**src/rtl/serial_sub.sv**
```systemverilog
// Bit-serial unsigned subtractor d = a - b, LSB first, one bit per clock.
// Single borrow flip-flop between bits; start/busy/done handshake, all outputs registered.
module serial_sub #(
  parameter int WIDTH = 8
) (
  input  logic             clk,
  input  logic             rst,
  input  logic             start,
  input  logic [WIDTH-1:0] a,
  input  logic [WIDTH-1:0] b,
  output logic             busy,
  output logic             done,
  output logic [WIDTH-1:0] d,
  output logic             bo
);

  localparam int CW = (WIDTH > 1) ? $clog2(WIDTH) : 1;
  localparam logic [CW-1:0] LAST = CW'(WIDTH - 1);

  typedef enum logic [1:0] {S_IDLE, S_RUN, S_DONE} state_t;

  state_t           r_state;
  state_t           w_next;
  logic [WIDTH-1:0] r_a;
  logic [WIDTH-1:0] r_b;
  logic [WIDTH-1:0] r_d;
  logic [CW-1:0]    r_cnt;
  logic             r_br;
  logic             r_bo;
  logic             r_busy;
  logic             r_done;

  logic w_ai;
  logic w_bi;
  logic w_di;
  logic w_br_nxt;
  logic w_last;

  assign w_ai     = r_a[0];
  assign w_bi     = r_b[0];
  assign w_di     = w_ai ^ w_bi ^ r_br;
  assign w_br_nxt = (~w_ai & w_bi) | (~(w_ai ^ w_bi) & r_br);
  assign w_last   = (r_cnt == LAST);

  always_comb begin
    w_next = r_state;
    case (r_state)
      S_IDLE:  if (start) w_next = S_RUN;
      S_RUN:   if (w_last) w_next = S_DONE;
      S_DONE:  w_next = S_IDLE;
      default: w_next = S_IDLE;
    endcase
  end

  // busy/done are registered from the next-state decode so they align with r_state
  always_ff @(posedge clk or posedge rst) begin
    if (rst) begin
      r_state <= S_IDLE;
      r_busy  <= 1'b0;
      r_done  <= 1'b0;
    end else begin
      r_state <= w_next;
      r_busy  <= (w_next == S_RUN);
      r_done  <= (w_next == S_DONE);
    end
  end

  always_ff @(posedge clk or posedge rst) begin
    if (rst) begin
      r_a   <= '0;
      r_b   <= '0;
      r_d   <= '0;
      r_cnt <= '0;
      r_br  <= 1'b0;
      r_bo  <= 1'b0;
    end else begin
      case (r_state)
        S_IDLE: begin
          if (start) begin
            r_a   <= a;
            r_b   <= b;
            r_br  <= 1'b0;
            r_cnt <= '0;
          end
        end
        S_RUN: begin
          r_d  <= {w_di, r_d[WIDTH-1:1]};
          r_a  <= r_a >> 1;
          r_b  <= r_b >> 1;
          r_br <= w_br_nxt;
          if (w_last) r_bo <= w_br_nxt;
          else        r_cnt <= r_cnt + 1'b1;
        end
        default: ;
      endcase
    end
  end

  assign busy = r_busy;
  assign done = r_done;
  assign d    = r_d;
  assign bo   = r_bo;

endmodule

```
**config.mk**
```make
export PLATFORM = sky130hd
export DESIGN_NAME = serial_sub
export DESIGN_NICKNAME = d
export VERILOG_FILES = /design/src/rtl/serial_sub.sv
export SDC_FILE = /design/constraint.sdc
export NUM_CORES = 1
export LEC_CHECK = 0
export CAP_MARGIN = 10
export CORE_MARGIN = 2
export CORE_UTILIZATION = 44
export DETAILED_ROUTE_END_ITERATION = 10
export PLACE_DENSITY_LB_ADDON = 0.1
export SYNTH_ARGS = -nofsm -noshare
export SYNTH_HDL_FRONTEND = slang
export SYNTH_SLANG_ARGS = --single-unit
export TNS_END_PERCENT = 30
```
**constraint.sdc**
```tcl
create_clock -name clk -period 1.8 [get_ports clk]
set_input_delay 0.45 -clock clk [delete_from_list [all_inputs] [get_ports clk]]
set_output_delay 0.45 -clock clk [all_outputs]
set_load 0.03 [all_outputs]
```
* Word-level counts from Yosys, hierarchy flattened *
Index checks and enable logic that the tools add are counted.

storage, ports and cells
  bits in registers = 33
  input port bits = 19
  output and inout port bits = 11
  word-level logic and storage cells = 40

operators by class
  add/sub/neg operators = 1
  equal/unequal tests = 6
  multiplexer cells = 12
  bitwise operators = 7
  reduce and logical (&&, ||, !) cells = 5

operators with widths
  operator             count
  $pmux 8 s2           2
  $mux 8               2
  $mux 3               2
  $pmux 3 s2           1
  $eq 2x1->1 const B   2
  $mux 2               2
  $ne 2x2->1 const B   2
  $pmux 2 s2           1
  $reduce_and 2->1     2
  $add 3x1->3 const B  1
  $eq 3x3->1 const B   1
  $reduce_and 3->1     1
  $and 1x1->1          2
  $eq 2x2->1 const B   1
  $logic_not 2->1      1
  $not 1->1            2
  $pmux 1 s2           1
  $reduce_bool 2->1    1
  $xor 1x1->1          2
  $mux 1               1
  $or 1x1->1           1

* Depth between registers and ports, before layout *
  word-level depth = 5
  mapped depth = 5
  depth with buffers taken out = 4

* Worst setup path after synthesis *
Ideal clock, no wire load.

  kind = register -> register
  start point = reg r_cnt[0]
  end point = reg r_bo, in the netlist bo
  library setup time = 0.127 ns
  arrival time = 1.352 ns
  data required time = 1.673 ns
  setup slack = 0.321 ns
  cell stages (with the launch flop) = 6
  path buffers = 1
  clock period less this slack = 1.479 ns
  cell sequence = dfrtp_1 -> ha_1 -> ha_1 -> buf_2 -> and3b_1 -> mux2_1

between the ends
  longest elaborated chain between the ends = 2

ends and longest elaborated chain
  what                               line  RTL
  start, declared                    27    logic [CW-1:0] r_cnt;
  start signal, assigned             92    else r_cnt <= r_cnt + 1'b1;
  $eq 3x3->1                         43    assign w_last = (r_cnt == LAST);
  $reduce_and 2->1 (no source line)  n/a
  end signal, assigned               91    if (w_last) r_bo <= w_br_nxt;
  end, declared                      29    logic r_bo;

Every way passes these cells.
A chain may end at the register's enable or synchronous reset.

* Final worst setup path *
  start point = reg r_d[0], in the netlist d[0]
  end point = out d[0]

RTL lines
  what                    line  RTL
  start, declared         26    logic [WIDTH-1:0] r_d;
  start signal, assigned  87    r_d <= {w_di, r_d[WIDTH-1:1]};
  end, declared           13    output logic [WIDTH-1:0] d,

No word-level cell between the ends.

==> key figures <==
Run status
  – Status: finished clean

Synth
  – Cells after Synth: 135
  – Synth area leader: dfrtp_1
  – Top cells by area, synth: dfrtp_1, a221oi_2, nor3b_1, mux2_1, inv_1
  – Syn_area_per_cell: 12.2 um2
  – FF+latch count, synth: 33
  – Post-synthesis sequential area ratio: 50.0%
  – Syn_nets: 157
  – YS warnings: 0
  – Syn Std Cell Area: 1650 um2
  – Top cell type's share of synthesized area: 50.0%
  – Distinct cells, synth: 23

Routing
  – WL final: 3.06 mm
  – Via/cell ratio: 5.19
  – Residual DRC: 0
  – Antenna viol nets, final: 0
  – Drt wl/cell: 14.2 um
  – Via count: 1121
  – Drt first pass iters: 4
  – Drt first-iter violations: 42

Setup path
  – R2r setup slk: 0.18 ns
  – Critical Path, Cell by Cell: clkdlybuf4s50_1
  – Setup CP Type: register to primary output
  – Worst path buffer plus inverter count: 1
  – Critical path depth: 1
  – CP delay by family, top: buffers and inverters
  – CP max stage delay: 0.66 ns
  – Critical Path Start: d[0]
  – Worst Reg-to-Reg Cells: 4
  – Crit. End Element: primary output
  – CP required: 1.35 ns
  – Crit path max-delay cell type: clkdlybuf4s50_1
  – Crit start category: register
  – Worst flop-to-flop path startpoint: r_cnt[0]
  – Crit-path max FO: 2
  – Crit path to: d[0]
  – Reg-to-reg endpoint: bo
  – Data arrival time of the worst path: 1.29 ns

Placement
  – Placed cell area: 2000 um2
  – IO buf count: 29
  – Pre-CTS WS: 0.140 ns
  – Hpwl dp: 2.09 mm
  – Placer Congestion: 0.691

Timing
  – Setup slack after layout: 0.0645 ns
  – Setup Viol. Count Final: 0
  – Worst-Margin Slew: 0.423 ns
  – Max-slew violations: 0
  – Setup TNS: 0 ns
  – Unrepaired setup endpoints after global routing: no
  – Period Utilization, post-route: 96.4%
  – Post-layout min period: 1.74 ns
  – Layout Skew: 0.00582 ns
  – Max frequency: 576 MHz
  – Slew margin rel.: 71.8%
  – Hold Fails Final Rpt: 0

GRT
  – Total Routing Usage GR: 17.1%
  – Largest net degree at the start of global routing: 34
  – Vias in the first global route: 1203
  – First-pass GRT wire length: 5.34 mm
  – Initial antenna violation count: 0
  – Remaining Overflow, GRT: 0

Die
  – Die area: 4260 um2
  – Die X: 65.3 um
  – Core Area: 3630 um2
  – Site Rows: 22
  – Die Ht: 65.3 um
  – I/O Pins: 30
  – Initial Util: 45.5%

Clock tree
  – CTS Buffer Depth: 2
  – CTS Sinks: 33
  – Total CTS buffers: 5
  – Clock Latency Late Sink: 0.28 ns
  – CTS tree: yes
  – Post-CTS Resized: 0
  – Setup Fix Bufs, Post-CTS: 0
  – Clock tree root driver cell: clkbuf_8
  – H-Tree Depth: 2
  – CTS clk-pin slew, worst paths: 0.07 ns
  – Cts hold-fix bufs: 0

Power and ir drop
  – Peak VDD IR: 736 uV
  – Leakage: 1.03 nW
  – Pwr per Cell Area: 1700 nW/um2
  – Pwr Total: 0.00359 W

Layout
  – Post-route cell area: 2110 um2
  – Final core utilization: 58.0%
  – Share of cells above drive strength 1: 18.5%
  – Fin nets: 189
  – Most frequent cells in the layout: dfrtp_1, clkdlybuf4s50_1, inv_1, nor3b_1
  – Ant. Diodes: 0
  – Area growth syn-to-layout: 27.5%
  – FILL cells: 331
  – Commonest non-fill, non-tap cell in the layout: dfrtp_1

Job
  – # Max-Cap Violations: 0

Hold path
  – Worst Hold Class: register to register
[sequential cells by signal, summed over array words and instances, names as in the netlist]
register / count
bo: 1
busy: 1
d: 8
done: 1
r_a: 8
r_b: 8
r_br: 1
r_cnt: 3
r_state: 2
[logic make-up after synthesis]
| logic type | share of synthesized area (%) |
|---|---|
| mux | 6.06 |
| compound gates | 17.7 |
| buf+inv | 8.71 |
| simple gates | 14.8 |
| fa+ha+maj | 2.73 |
| flops | 50.0 |
[metrics by stage]
step                      hold slack (ns)  cells
final                               0.486    216
after detailed placement            0.475    208
after global placement              0.472    208
after floorplan                     0.474    135
after global routing                0.514    216
after CTS                           0.490    216
[worst min path at each step]
stage	startpoint	endpoint	slack, ns	depth (start not counted)
floorplan	r_a[7]	r_a[7]	0.47	1
global placement	d[0]	d[0]	0.47	1
detailed placement	d[0]	d[0]	0.47	1
CTS	d[0]	d[0]	0.49	1
global route	d[0]	d[0]	0.51	1
finish	d[0]	d[0]	0.49	1
[power breakdown]
group | internal (W) | total [W] | switching (W) | leakage [nW]
sequential | 0.00109 | 0.00129 | 0.000203 | 0.396
combinational | 0.000869 | 0.00177 | 0.000903 | 0.591
clock | 0.000267 | 0.000524 | 0.000257 | 0.0450
total | 0.00223 | 0.00359 | 0.00136 | 1.03
[area by class of cell]
cell class	count	area [um2]	share of cell area [%]
multi-input combinational	74	682	32.4
clock buffer	6	72.6	3.45
sequential	33	826	39.2
timing repair buffer	37	395	18.8
clock inverter	2	10.0	0.475
inverter	16	60.1	2.85
tap	48	60.1	2.85
[synthesized netlist by cell type]
| cell | count |
|---|---|
| nor4b_1 | 1 |
| buf_2 | 4 |
| clkbuf_1 | 3 |
| fa_1 | 1 |
| nor2b_2 | 1 |
| ha_1 | 2 |
| buf_4 | 1 |
| buf_6 | 4 |
| o21bai_4 | 1 |
| a22o_1 | 3 |
| mux2_1 | 8 |
| nor4bb_1 | 2 |
| inv_1 | 16 |
| nor2_1 | 14 |
| a21oi_1 | 2 |
| a221oi_2 | 14 |
| mux2i_1 | 1 |
| nor2b_1 | 1 |
| and3b_1 | 2 |
| nor3b_1 | 15 |
| and3_1 | 3 |
| a211o_1 | 3 |
| dfrtp_1 | 33 |
[metal layers]
metal | wire length [um] | vias to the layer above | GRT usage (%)
met4 | 70 | 0 | 8.59
met5 | 0 | - | 0
met3 | 156 | 6 | 5.65
met1 | 1250 | 549 | 17.5
met2 | 1580 | 28 | 30.7
li1 | - | 538 | -
Power figures use the tool's default switching activity.
